[config.mk]
export PLATFORM = sky130hd
export DESIGN_NAME = ball_physics
export DESIGN_NICKNAME = d
export VERILOG_FILES = /design/src/rtl/ball_physics.sv
export SDC_FILE = /design/constraint.sdc
export NUM_CORES = 1
export LEC_CHECK = 0
export ABC_AREA = 1
export CORE_MARGIN = 5
export CORE_UTILIZATION = 63
export CTS_CLUSTER_SIZE = 24
export DETAILED_ROUTE_END_ITERATION = 16
export GPL_ROUTABILITY_DRIVEN = 0
export GPL_TIMING_DRIVEN = 0
export HOLD_SLACK_MARGIN = 0.02
export PLACE_DENSITY = 0.86
export SLEW_MARGIN = 10
export SYNTH_ARGS = -nofsm -noshare
export SYNTH_HDL_FRONTEND = slang
export SYNTH_SLANG_ARGS = --single-unit
[constraint.sdc]
create_clock -name clk -period 4.45 [get_ports clk]
set_input_delay 0.89 -clock clk [delete_from_list [all_inputs] [get_ports clk]]
set_output_delay 0.89 -clock clk [all_outputs]
set_load 0.03 [all_outputs]
[src/rtl/ball_physics.sv]
// Pong ball engine: moves the ball on a 64x64 grid once per tick, bounces it off
// walls and paddles, keeps both scores and declares the winner.
module ball_physics #(
    parameter int unsigned TICK_DIV    = 1_000_000,
    parameter int unsigned PADDLE_H    = 8,
    parameter int unsigned SERVE_TICKS = 32,
    parameter int unsigned WIN_SCORE   = 7
) (
    input  logic       clk,
    input  logic       reset,
    input  logic       reset_game,
    input  logic [5:0] p1y,
    input  logic [5:0] p2y,
    output logic [5:0] ball_x,
    output logic [5:0] ball_y,
    output logic [3:0] score1,
    output logic [3:0] score2,
    output logic       point_p1,
    output logic       point_p2,
    output logic       game_over,
    output logic       winner
);

    localparam int unsigned TICK_W  = (TICK_DIV > 1) ? $clog2(TICK_DIV) : 1;
    localparam int unsigned SERVE_W = $clog2(SERVE_TICKS + 1);
    localparam logic [5:0]  CENTRE  = 6'd32;

    typedef enum logic [1:0] {ST_SERVE, ST_PLAY, ST_OVER} state_e;

    state_e              state_q;
    logic [TICK_W-1:0]   tick_q;
    logic [SERVE_W-1:0]  serve_q;
    logic [5:0]          p1_meta_q, p1_sync_q, p2_meta_q, p2_sync_q;
    logic [5:0]          x_q, y_q, x_d, y_d;
    logic                dx_q, dy_q, dx_d, dy_d;
    logic [3:0]          score1_q, score2_q;
    logic                point_p1_q, point_p2_q, game_over_q, winner_q;

    logic                tick_c, hit1_c, hit2_c, score1_evt_c, score2_evt_c;
    logic [6:0]          p1_bot_c, p2_bot_c;

    assign tick_c = (tick_q == TICK_W'(TICK_DIV - 1));

    // Paddle span is evaluated 7-bit so a paddle near the bottom is clipped, not wrapped.
    assign p1_bot_c = {1'b0, p1_sync_q} + 7'(PADDLE_H - 1);
    assign p2_bot_c = {1'b0, p2_sync_q} + 7'(PADDLE_H - 1);
    assign hit1_c   = (y_q >= p1_sync_q) && ({1'b0, y_q} <= p1_bot_c);
    assign hit2_c   = (y_q >= p2_sync_q) && ({1'b0, y_q} <= p2_bot_c);

    // Next ball position; x and y are resolved independently from current values.
    always_comb begin
        y_d          = y_q;
        dy_d         = dy_q;
        x_d          = x_q;
        dx_d         = dx_q;
        score1_evt_c = 1'b0;
        score2_evt_c = 1'b0;

        if (!dy_q && (y_q == 6'd0)) begin
            dy_d = 1'b1;
            y_d  = 6'd1;
        end else if (dy_q && (y_q == 6'd63)) begin
            dy_d = 1'b0;
            y_d  = 6'd62;
        end else if (dy_q) begin
            y_d = y_q + 6'd1;
        end else begin
            y_d = y_q - 6'd1;
        end

        if (dx_q && (x_q == 6'd61) && hit2_c) begin
            dx_d = 1'b0;
            x_d  = 6'd60;
        end else if (!dx_q && (x_q == 6'd2) && hit1_c) begin
            dx_d = 1'b1;
            x_d  = 6'd3;
        end else if (dx_q && (x_q == 6'd63)) begin
            score1_evt_c = 1'b1;
        end else if (!dx_q && (x_q == 6'd0)) begin
            score2_evt_c = 1'b1;
        end else if (dx_q) begin
            x_d = x_q + 6'd1;
        end else begin
            x_d = x_q - 6'd1;
        end
    end

    always_ff @(posedge clk) begin
        if (reset || reset_game) begin
            state_q     <= ST_SERVE;
            tick_q      <= '0;
            serve_q     <= '0;
            p1_meta_q   <= '0;
            p1_sync_q   <= '0;
            p2_meta_q   <= '0;
            p2_sync_q   <= '0;
            x_q         <= CENTRE;
            y_q         <= CENTRE;
            dx_q        <= 1'b1;
            dy_q        <= 1'b1;
            score1_q    <= '0;
            score2_q    <= '0;
            point_p1_q  <= 1'b0;
            point_p2_q  <= 1'b0;
            game_over_q <= 1'b0;
            winner_q    <= 1'b0;
        end else begin
            p1_meta_q  <= p1y;
            p1_sync_q  <= p1_meta_q;
            p2_meta_q  <= p2y;
            p2_sync_q  <= p2_meta_q;
            tick_q     <= tick_c ? '0 : tick_q + TICK_W'(1);
            point_p1_q <= 1'b0;
            point_p2_q <= 1'b0;

            if (tick_c) begin
                case (state_q)
                    ST_SERVE: begin
                        if (serve_q == SERVE_W'(SERVE_TICKS - 1)) begin
                            serve_q <= '0;
                            state_q <= ST_PLAY;
                        end else begin
                            serve_q <= serve_q + SERVE_W'(1);
                        end
                    end
                    ST_PLAY: begin
                        // A score recentres the ball and aims it at the player who lost.
                        if (score1_evt_c) begin
                            score1_q   <= score1_q + 4'd1;
                            point_p1_q <= 1'b1;
                            x_q        <= CENTRE;
                            y_q        <= CENTRE;
                            dx_q       <= 1'b1;
                            if ((score1_q + 4'd1) == 4'(WIN_SCORE)) begin
                                state_q     <= ST_OVER;
                                game_over_q <= 1'b1;
                                winner_q    <= 1'b0;
                            end else begin
                                state_q <= ST_SERVE;
                            end
                        end else if (score2_evt_c) begin
                            score2_q   <= score2_q + 4'd1;
                            point_p2_q <= 1'b1;
                            x_q        <= CENTRE;
                            y_q        <= CENTRE;
                            dx_q       <= 1'b0;
                            if ((score2_q + 4'd1) == 4'(WIN_SCORE)) begin
                                state_q     <= ST_OVER;
                                game_over_q <= 1'b1;
                                winner_q    <= 1'b1;
                            end else begin
                                state_q <= ST_SERVE;
                            end
                        end else begin
                            x_q  <= x_d;
                            y_q  <= y_d;
                            dx_q <= dx_d;
                            dy_q <= dy_d;
                        end
                    end
                    ST_OVER: begin
                        state_q <= ST_OVER;
                    end
                    default: begin
                        state_q <= ST_SERVE;
                    end
                endcase
            end
        end
    end

    assign ball_x    = x_q;
    assign ball_y    = y_q;
    assign score1    = score1_q;
    assign score2    = score2_q;
    assign point_p1  = point_p1_q;
    assign point_p2  = point_p2_q;
    assign game_over = game_over_q;
    assign winner    = winner_q;

endmodule
==> run metrics, run 1 <==
Top delay family on crit path buffers and inverters; # diodes 0; total track usage between 20 and 25%; Die Wd between 90 and 100 um; Total Nets Final between 700 and 800; slowest stage delay, CP 0.76 ns; 1st-iter DRT viols 213; antenna violations before repair 0; pwr/cell area 260 mW/mm^2; worst vdd ir around 0.22 mV; DRT Wirelength between 10 and 15 mm; share of cells above drive strength 1 under 10%; CTS tree yes; register area share after synthesis a little over a third; TritonCTS buffer count 9; r2r setup slk roughly 2.0 ns; pre-CTS setup slack 1.53 ns; crit start category flip-flop; Max Cap Viol 0; Fmax about 0.38 GHz; Area growth, synth to finish 16.1%; synthesized cell area around 0.0044 mm^2; CP arrival 1.72 ns; Worst Reg-to-Reg Cells 14; WL/cell about 14 um; die footprint just under 0.009 mm^2; number of global-route vias before repair about 4200; Clock power frac between 40% and 50%; setup TNS after final layout 0 ns; Synth Register Bits just under 80; Util after Layout around three quarters; first-pass GRT wire length 17.7 mm; Critical-path top delay cell clkdlybuf4s50_1; skew final around 0.015 ns; Synth Net Count 660; post-cts resize count 0; final max-slew violation count 0; pin count of the biggest net entering global routing 14; Yosys top cell area share between 30% and 40%; Final Hold Fails 0; drt first pass iters 5; number of enable flip-flop cells after synthesis 0; switching power 0.297 mW; Die H 93.9 um; Comb pwr share around 3.7%; H-tree Lvls 3; area occupied by multi-input gates roughly 0.0024 mm^2; outcome finished clean; crit path max fanout 10; Syn Area/Cell between 7 and 8 um^2; Leak Pwr 2.20 nW; switching portion of total power between 20% and 30%; fin worst setup slack ~1.8 ns; Post-DP Area roughly 0.005 mm^2; DPL Wire Length ~7.6 mm; r2r startpoint p1_sync_q[0]$_SDFF_PP0_; Yosys cell types 44; RSZ-0062 raised after global routing no; Hold WC Path Type flip-flop to flip-flop; cts hold-fix bufs 0; Seq pwr share 52.8%; Buf/Inv on CP 1; Congestion Overflow GR 0; Final Power 1.34 mW; fin crit share between 50% and 60%; # setup viols final 0; io pins 39; post-CTS setup buffers 0; Worst-Skew Late Latency about 0.35 ns; WHS Path Cells 2; Initial Utilization around two thirds; Synth area leader dfxtp_1; Worst Setup SP ball_y[5]$_SDFFE_PP1P_; Clock Sinks 78; Final min period between 2 and 3 ns; synth warn 0; CP Data Required Time 3.56 ns; Root Driver clkbuf_8; CP Cell Sequence clkdlybuf4s50_1; CP Depth 1; core area between 0.006 and 0.007 mm^2; internal power around 1.0 mW; Hold Crit Start p2_meta_q[0]$_SDFF_PP0_; cells after synthesis between 600 and 700; CP Capture Type output port; post-route cell area ~0.005 mm^2; register area between 0.0015 and 0.002 mm^2; Residual DRC 0; post-route ant nets 0; CTS clock-pin slew for the worst setup and hold paths 0.08 ns; I/O Buffers 38; asr flop ratio synth 0%; Slew @ Worst Pin between 0.6 and 0.7 ns; Worst slew margin between 50% and 60%; FP Rows 30; via count approximately 4200; Synth Flop Type dfxtp_1; synth top area cells dfxtp_1 35%, ha_1 11%, nand2_1 8.0%; DR vias/cell ~5.6; Fillers 534; Critical Setup Path Class flip-flop to output port; Longest Clk Path Bufs 2
-- per-stage QoR --
| step | std cells | hold slack [ns] |
|---|---|---|
| finish | 753 | 0.401 |
| global route | 753 | 0.431 |
| CTS | 753 | 0.403 |
| detailed placement | 737 | 0.398 |
| global placement | 737 | 0.396 |
| floorplan | 603 | 0.394 |
-- layout make-up --
cell class | instances | area share, %
buffer | 10 | 1.07
clock buffer | 11 | 2.55
clock inverter | 5 | 1.63
inverter | 99 | 7.24
multi-input combinational | 416 | 47.5
sequential | 78 | 30.3
tap | 96 | 2.33
timing repair buffer | 38 | 7.38
-- cell usage in the layout (no fill, tap or decap), types with 9 or more instances in the layout --
cell type,instances
a21oi_1,46
nand4_1,20
xor2_1,13
nand3_1,38
nor3_1,16
inv_1,91
clkbuf_8,9
o21ai_0,21
clkdlybuf4s50_1,38
ha_1,40
nand2_1,94
nor2_1,72
dfxtp_1,78
-- sequential cells by signal, indices dropped and copies added, names as in the netlist, 2 cells and up --
name / flops
ball_x: 6
ball_y: 6
p1_meta_q: 6
p1_sync_q: 6
p2_meta_q: 6
p2_sync_q: 6
score1: 4
score2: 4
serve_q: 6
state_q: 2
tick_q: 20
-- power by group through the flow --
stage | sequential (mW) | combinational [mW] | clock, mW
3_5_place_dp | 0.724 | 0.0495 | 0
5_1_grt | 0.708 | 0.0562 | 0.621
6_report | 0.708 | 0.0501 | 0.583
2_1_floorplan | 0.723 | 0.0272 | 0
3_3_place_gp | 0.723 | 0.0460 | 0
4_1_cts | 0.707 | 0.0503 | 0.588
-- synth_stat cells, types with 5 or more instances --
library cell  count
dfxtp_1          78
nor2_1           72
inv_1            91
ha_1             40
o21ai_0          21
nor2_2            5
inv_2             5
xnor2_1           8
nand2_1          94
nand4_1          20
xor2_1           13
a21oi_1          46
clkbuf_1          6
nor3_1           16
nand3_1          38
-- routing by layer --
layer / vias to the layer above / GRT usage, % / wire, um
met5: - / 0 / 0
met4: 0 / 12.6 / 231
met3: 32 / 4.89 / 604
met2: 164 / 44.6 / 5330
met1: 1924 / 27.8 / 4290
li1: 2065 / - / -
-- cell families (layout without fill, tap and decap cells) --
| group | count (synthesis) | after routing | synth area share, % |
|---|---|---|---|
| buf+inv | 109 | 163 | 9.64 |
| flops | 78 | 78 | 35.2 |
| fa+ha+maj | 42 | 42 | 12.2 |
| compound gates | 82 | 82 | 10.0 |
| simple gates | 271 | 271 | 28.8 |
| xor+xnor | 21 | 21 | 4.15 |
-- final timing paths --
kind                              to
max                        ball_y[5]
max reg2reg   ball_x[1]$_SDFFE_PP0P_
min          p2_sync_q[0]$_SDFF_PP0_
min reg2reg  p2_sync_q[0]$_SDFF_PP0_
No activity file was read; power rests on OpenSTA's default activity.
==> inputs of run 2 (changes only) <==
- CORE_UTILIZATION: 63 -> 58
- PLACE_DENSITY: 0.86 -> 0.8
- clock period: 4.45 -> 2.74 ns (I/O delays scaled with it)
==> run 2 against run 1 <==
Against the previous run:
- register-to-register slack worse by 1.6 ns
- critical path type is now flip-flop to flip-flop
- sequential power is 62% higher
- design area is essentially flat
- clock skew down 0.0020 ns
==> run metrics, run 2 (synthesized netlist as in run 1, its figures left out) <==
post-CTS setup buffers 0 (unchanged); Worst slew margin 63.2% (+6.7 points); Post-DP Area 0.00494 mm^2 (about the same); Total Nets Final 709 (unchanged); post-route ant nets 0 (unchanged); Final min period between 2 and 2.5 ns; FP Rows 31 (+3.3%); Fillers 591 (+11%); crit start category flip-flop; CP most frequent cell nand2_1; Initial Utilization 60.2% (-4.7 points); Comb pwr share 3.6% (about the same); outcome finished clean; switching portion of total power 23.2% (+1.0 points); Critical-path top delay cell dfxtp_1; pre-CTS setup slack 0.167 ns (-1.36 ns); H-tree Lvls 3 (unchanged); worst vdd ir 0.252 mV (+14%); r2r startpoint p1_sync_q[0]$_SDFF_PP0_; Worst Setup SP p1_sync_q[0]$_SDFF_PP0_; drt first pass iters 5 (unchanged); post-cts resize count 0 (unchanged); Die Wd 97.5 um (+3.8%); switching power 0.501 mW (+69%); total track usage 20.1% (-4.9 points); CP Cell Sequence inv_1 > ha_1 > nand2_1 > nand2_1 > xor2_1 > ha_1 > a21o_1 > a21oi_1 > nand2_1 > nand2_1 > nand3_1 > nand3_1 > nand2_1 > nand2_1 > nand3_1; TritonCTS buffer count 9 (unchanged); Final Hold Fails 0 (unchanged); first-pass GRT wire length 16.2 mm (-8.7%); area occupied by multi-input gates 0.00245 mm^2 (unchanged); share of cells above drive strength 1 7.00% (+0.30 points); internal power 1.66 mW (+59%); Worst-Skew Late Latency 0.35 ns (about the same); Worst R2R End dx_q$_SDFFE_PP1P_; CP Capture Type flip-flop; CP arrival 2.55 ns (+0.83 ns); antenna violations before repair 0 (unchanged); Worst Reg-to-Reg Cells 15 (+1); fin worst setup slack 0.420 ns (-1.42 ns); Slew @ Worst Pin 0.550 ns (-0.102 ns); Hold WC Path Type flip-flop to flip-flop; core area 0.00737 mm^2 (+7.9%); Die H 97.5 um (+3.8%); Fmax approximately 0.43 GHz; I/O Buffers 38 (unchanged); crit path max fanout 6 (-4); Area growth, synth to finish 16.2% (about the same); die footprint 0.00950 mm^2 (+7.7%); # diodes 0 (unchanged); post-route cell area 0.00516 mm^2 (about the same); Largest Register tick_q; number of global-route vias before repair 3689 (-13%); 1st-iter DRT viols 183 (-14%); io pins 39 (unchanged); Clock power frac 43.2% (-0.3 points); CTS clock-pin slew for the worst setup and hold paths 0.09 ns (about the same); cts hold-fix bufs 0 (unchanged); CP Data Required Time 2.97 ns (-0.59 ns); setup TNS after final layout 0 ns (unchanged); Root Driver clkbuf_8; Max Cap Viol 0 (unchanged); most frequent cells in the layout 94 x nand2_1, 91 x inv_1, 78 x dfxtp_1; skew final 0.0126 ns (-0.00197 ns); pin count of the biggest net entering global routing 15 (+1); CTS tree yes; r2r setup slk 0.42 ns (-1.58 ns); WL/cell 12.3 um (-11%); Leak Pwr 2.21 nW (+0.31%); commonest non-fill, non-tap cell in the layout nand2_1; RSZ-0062 raised after global routing no; via count 3965 (-5.3%); pwr/cell area 419 mW/mm^2 (+61%); slowest stage delay, CP 0.33 ns (-0.43 ns); Critical Setup Path Class flip-flop to flip-flop; Longest Clk Path Bufs 2 (unchanged); max reg flops 20 (unchanged); DRT Wirelength 9.32 mm (-11%); Clock Sinks 78 (unchanged); Residual DRC 0 (unchanged); Hold WS 0.400 ns (-0.00131 ns); final max-slew violation count 0 (unchanged); Congestion Overflow GR 0 (unchanged); Worst Setup EP dx_q$_SDFFE_PP1P_; DPL Wire Length 7.04 mm (-7.8%); fin crit share between 80% and 90%; # setup viols final 0 (unchanged); register area 0.00156 mm^2 (unchanged); Seq pwr share 53.2% (+0.4 points); DR vias/cell 5.24 (-5.6%)
[run 2: cell types whose count changed in the layout (fill, tap and decap cells not counted), sizes merged]
cell	delta
inv	+2
clkinvlp	-1
bufinv	-1
[run 2: worst min path at each step]
stage                                 start                      end  cells after the start
floorplan           p1_meta_q[0]$_SDFF_PP0_  p1_sync_q[0]$_SDFF_PP0_                      2
global route        p2_meta_q[2]$_SDFF_PP0_  p2_sync_q[2]$_SDFF_PP0_                      2
global placement    p1_meta_q[0]$_SDFF_PP0_  p1_sync_q[0]$_SDFF_PP0_                      2
finish              p2_meta_q[2]$_SDFF_PP0_  p2_sync_q[2]$_SDFF_PP0_                      2
detailed placement  p2_meta_q[2]$_SDFF_PP0_  p2_sync_q[2]$_SDFF_PP0_                      2
CTS                 p2_meta_q[2]$_SDFF_PP0_  p2_sync_q[2]$_SDFF_PP0_                      2
[run 2: critical path: cells and delay by family (launching register included)]
family | cells | cell delay (ns)
and+or+nand+nor | 9 | 0.85
adders and majority gates | 2 | 0.53
DFF | 1 | 0.33
AOI/OAI and AO/OA | 2 | 0.28
xor gates and xnor gates | 1 | 0.14
buffers and inverters | 1 | 0.07
[run 2: per-stage QoR]
step / std cells / utilization, % / power (mW)
after floorplan: 603 / - / 1.22
after global placement: 740 / 67.0 / 1.25
after detailed placement: 740 / 67.0 / 1.25
after CTS: 756 / 70.0 / 2.18
after global routing: 756 / 70.0 / 2.24
final: 756 / 70.0 / 2.16
[run 2: cell type report]
class,instances,share of cell area [%]
multi-input cells,416,47.5
flip-flops and latches,78,30.3
repair buffers,38,7.38
inverters,99,7.23
clock buffers,11,2.94
well taps,99,2.40
clock inverters,5,1.24
plain buffers,10,1.07
[run 2: metal layers]
metal	up-vias	global-route usage, %	share of wire, %
met5	-	0	0
met4	0	6.39	1.8
met3	15	4.59	4.8
met2	105	33.9	47
met1	1792	25.2	46
li1	2053	-	-
[run 2: power by group through the flow]
stage	combinational [mW]	sequential, mW	clock, mW
2_1_floorplan	0.0442	1.17	0
3_3_place_gp	0.0754	1.18	0
3_5_place_dp	0.0783	1.18	0
4_1_cts	0.0789	1.15	0.948
5_1_grt	0.0887	1.15	1.00
6_report	0.0778	1.15	0.933
==> inputs of run 3 (changes only) <==
- CORE_UTILIZATION: 58 -> 52
- PLACE_DENSITY: 0.8 -> 0.76
- clock period: 2.74 -> 2.13 ns (I/O delays scaled with it)
==> run 3 against run 2 <==
Against the previous run:
- sequential share of layout area shrank 1.2 points
- clock skew shrank 0.0016 ns
- sequential power rose by 29%
- global-route usage shrank 0.18 points
- via count rose by 2.7%
- flip-flop and latch count did not move
- combinational power is 48% higher
- fmax grew 9.0%
- worst setup slack worse by 0.42 ns
==> run metrics, run 3 (synthesized netlist as in run 1, its figures left out) <==
WL/cell 12.9 um (+5.0%); Die H 102 um (+5.0%); first-pass GRT wire length 16.8 mm (+3.9%); register area 0.00157 mm^2 (+0.56%); # setup viols final 0 (unchanged); Critical-path top delay cell dfxtp_2; CP Depth 17 (+2); CP most frequent cell nand2_1; Final Hold Fails 0 (unchanged); Top delay family on crit path simple AND/OR/NAND/NOR gates; share of cells above drive strength 1 13.4% (+6.4 points); DR vias/cell 5.29 (+0.83%); # diodes 0 (unchanged); skew final 0.0110 ns (-0.00160 ns); core area 0.00826 mm^2 (+12%); pin count of the biggest net entering global routing 14 (-1); Clock Sinks 78 (unchanged); Worst-Skew Late Latency 0.35 ns (about the same); outcome finished clean; cts hold-fix bufs 0 (unchanged); Max Cap Viol 0 (unchanged); pwr/cell area 543 mW/mm^2 (+30%); antenna violations before repair 0 (unchanged); drt first pass iters 5 (unchanged); Congestion Overflow GR 0 (unchanged); Slew @ Worst Pin 0.627 ns (+0.0766 ns); DPL Wire Length 7.01 mm (-0.43%); Root Driver clkbuf_8; Largest Register tick_q; TritonCTS buffer count 9 (unchanged); total track usage 19.9% (-0.18 points); crit start category flip-flop; FP Rows 33 (+6.5%); worst vdd ir 0.426 mV (+69%); 1st-iter DRT viols 236 (+29%); Residual DRC 0 (unchanged); io pins 39 (unchanged); Buf/Inv on CP 3 (+2); max reg flops 20 (unchanged); I/O Buffers 38 (unchanged); Die Wd 102 um (+5.0%); commonest non-fill, non-tap cell in the layout nand2_1; CTS clock-pin slew for the worst setup and hold paths 0.08 ns (about the same); CTS tree yes; Final Power 2.93 mW (+36%); Area growth, synth to finish 21.7%; CP Data Required Time 2.36 ns (-0.61 ns); number of global-route vias before repair 3941 (+6.8%); post-route ant nets 0 (unchanged); setup TNS after final layout 0 ns (unchanged); Hold WS 0.404 ns (+0.00464 ns); Leak Pwr 2.31 nW (+4.9%); Worst Reg-to-Reg Cells 17 (+2); Worst slew margin 58.2% (-5.0 points); Hold WC Path Type flip-flop to flip-flop; area occupied by multi-input gates 0.00258 mm^2 (+5.6%); Fmax 0.470 GHz (+9.0%); CP arrival 2.36 ns (-0.19 ns); most frequent cells in the layout 86 x nand2_1, 84 x inv_1, 72 x nor2_1; DRT Wirelength 9.97 mm (+6.9%); final max-slew violation count 0 (unchanged); Util after Layout 65.4% (-4.6 points); slowest stage delay, CP 0.35 ns (+0.02 ns); fin crit share 100% (+15 points); RSZ-0062 raised after global routing yes; Critical Setup Path Class flip-flop to flip-flop; H-tree Lvls 3 (unchanged); Initial Utilization 53.7% (-6.5 points); via count 4072 (+2.7%); die footprint 0.0105 mm^2 (+10%); CP Capture Type flip-flop; Total Nets Final 717 (+1.1%); crit path max fanout 4 (-2); CP Cell Sequence inv_4 > ha_4 > nand2_4 > nand2_2 > xor2_1 > ha_1 > nand2_1 > inv_2 > nand3_2 > o21ai_2 > inv_2 > nand2_4 > nand3_4 > nand3_2 > nand2_1 > nand2_1 > nand3_1; Fillers 692 (+17%); Final min period 2.13 ns (-0.191 ns); WHS Path Cells 2 (unchanged); Longest Clk Path Bufs 2 (unchanged)
==> run 3: changes by cell type in the layout (fill, tap and decap cells not counted), moves of 4 or more <==
cell / change
buf_4: +8
nand3_2: +5
inv_1: -7
a21oi_1: -4
inv_2: +5
nand2_2: +5
dfxtp_1: -7
nand2_1: -8
dfxtp_2: +7
nand3_1: -7
==> run 3: per-layer routing <==
| layer | vias to the layer above | routed length, um | global-route usage [%] |
|---|---|---|---|
| li1 | 2073 | - | - |
| met1 | 1872 | 4450 | 23.8 |
| met2 | 104 | 4840 | 34.5 |
| met3 | 23 | 475 | 4.64 |
| met4 | 0 | 195 | 7.57 |
| met5 | - | 0 | 0 |
==> run 3: worst register-to-register path: cells and delay by family (launching register included) <==
family	cells	cell delay, ns
buf+inv	3	0.17
simple gates	10	0.71
flops	1	0.35
fa+ha+maj	2	0.50
xor+xnor	1	0.15
compound gates	1	0.15
==> run 3: area by class of cell <==
type	instances	share of cell area, %
clock inverter	5	1.97
multi-input combinational	416	47.8
clock buffer	11	2.43
inverter	99	7.04
buffer	10	1.02
sequential	78	29.1
tap	105	2.43
timing repair buffer	46	8.18
==> run 3: what timing repair did <==
item                                    CTS  global route
endpoints found under the setup margin    9            14
setup buffers                             1             7
pin swaps                                11            18
resized for setup                        24            28
==> run 3: power by group <==
part           internal [mW]  total (mW)  switching, mW
logic                 0.0528       0.115         0.0617
registers               1.47        1.48        0.00715
clock network          0.784        1.34          0.557
==> run 3: final timing paths <==
| path | slack, ns | from | to |
|---|---|---|---|
| max | 0.001 | p2_sync_q[1]$_SDFF_PP0_ | dx_q$_SDFFE_PP1P_ |
| max reg2reg | 0.001 | p2_sync_q[1]$_SDFF_PP0_ | dx_q$_SDFFE_PP1P_ |
| min reg2reg | 0.40 | p2_meta_q[3]$_SDFF_PP0_ | p2_sync_q[3]$_SDFF_PP0_ |
| min | 0.40 | p2_meta_q[3]$_SDFF_PP0_ | p2_sync_q[3]$_SDFF_PP0_ |
==> run 3: through the flow <==
stage,instance area [um^2],instances,setup WS [ns]
floorplan,4440,603,0.0928
global placement,4950,746,-0.225
detailed placement,4950,746,-0.228
CTS,5270,763,0.000888
global route,5400,770,-0.128
finish,5400,770,0.00104
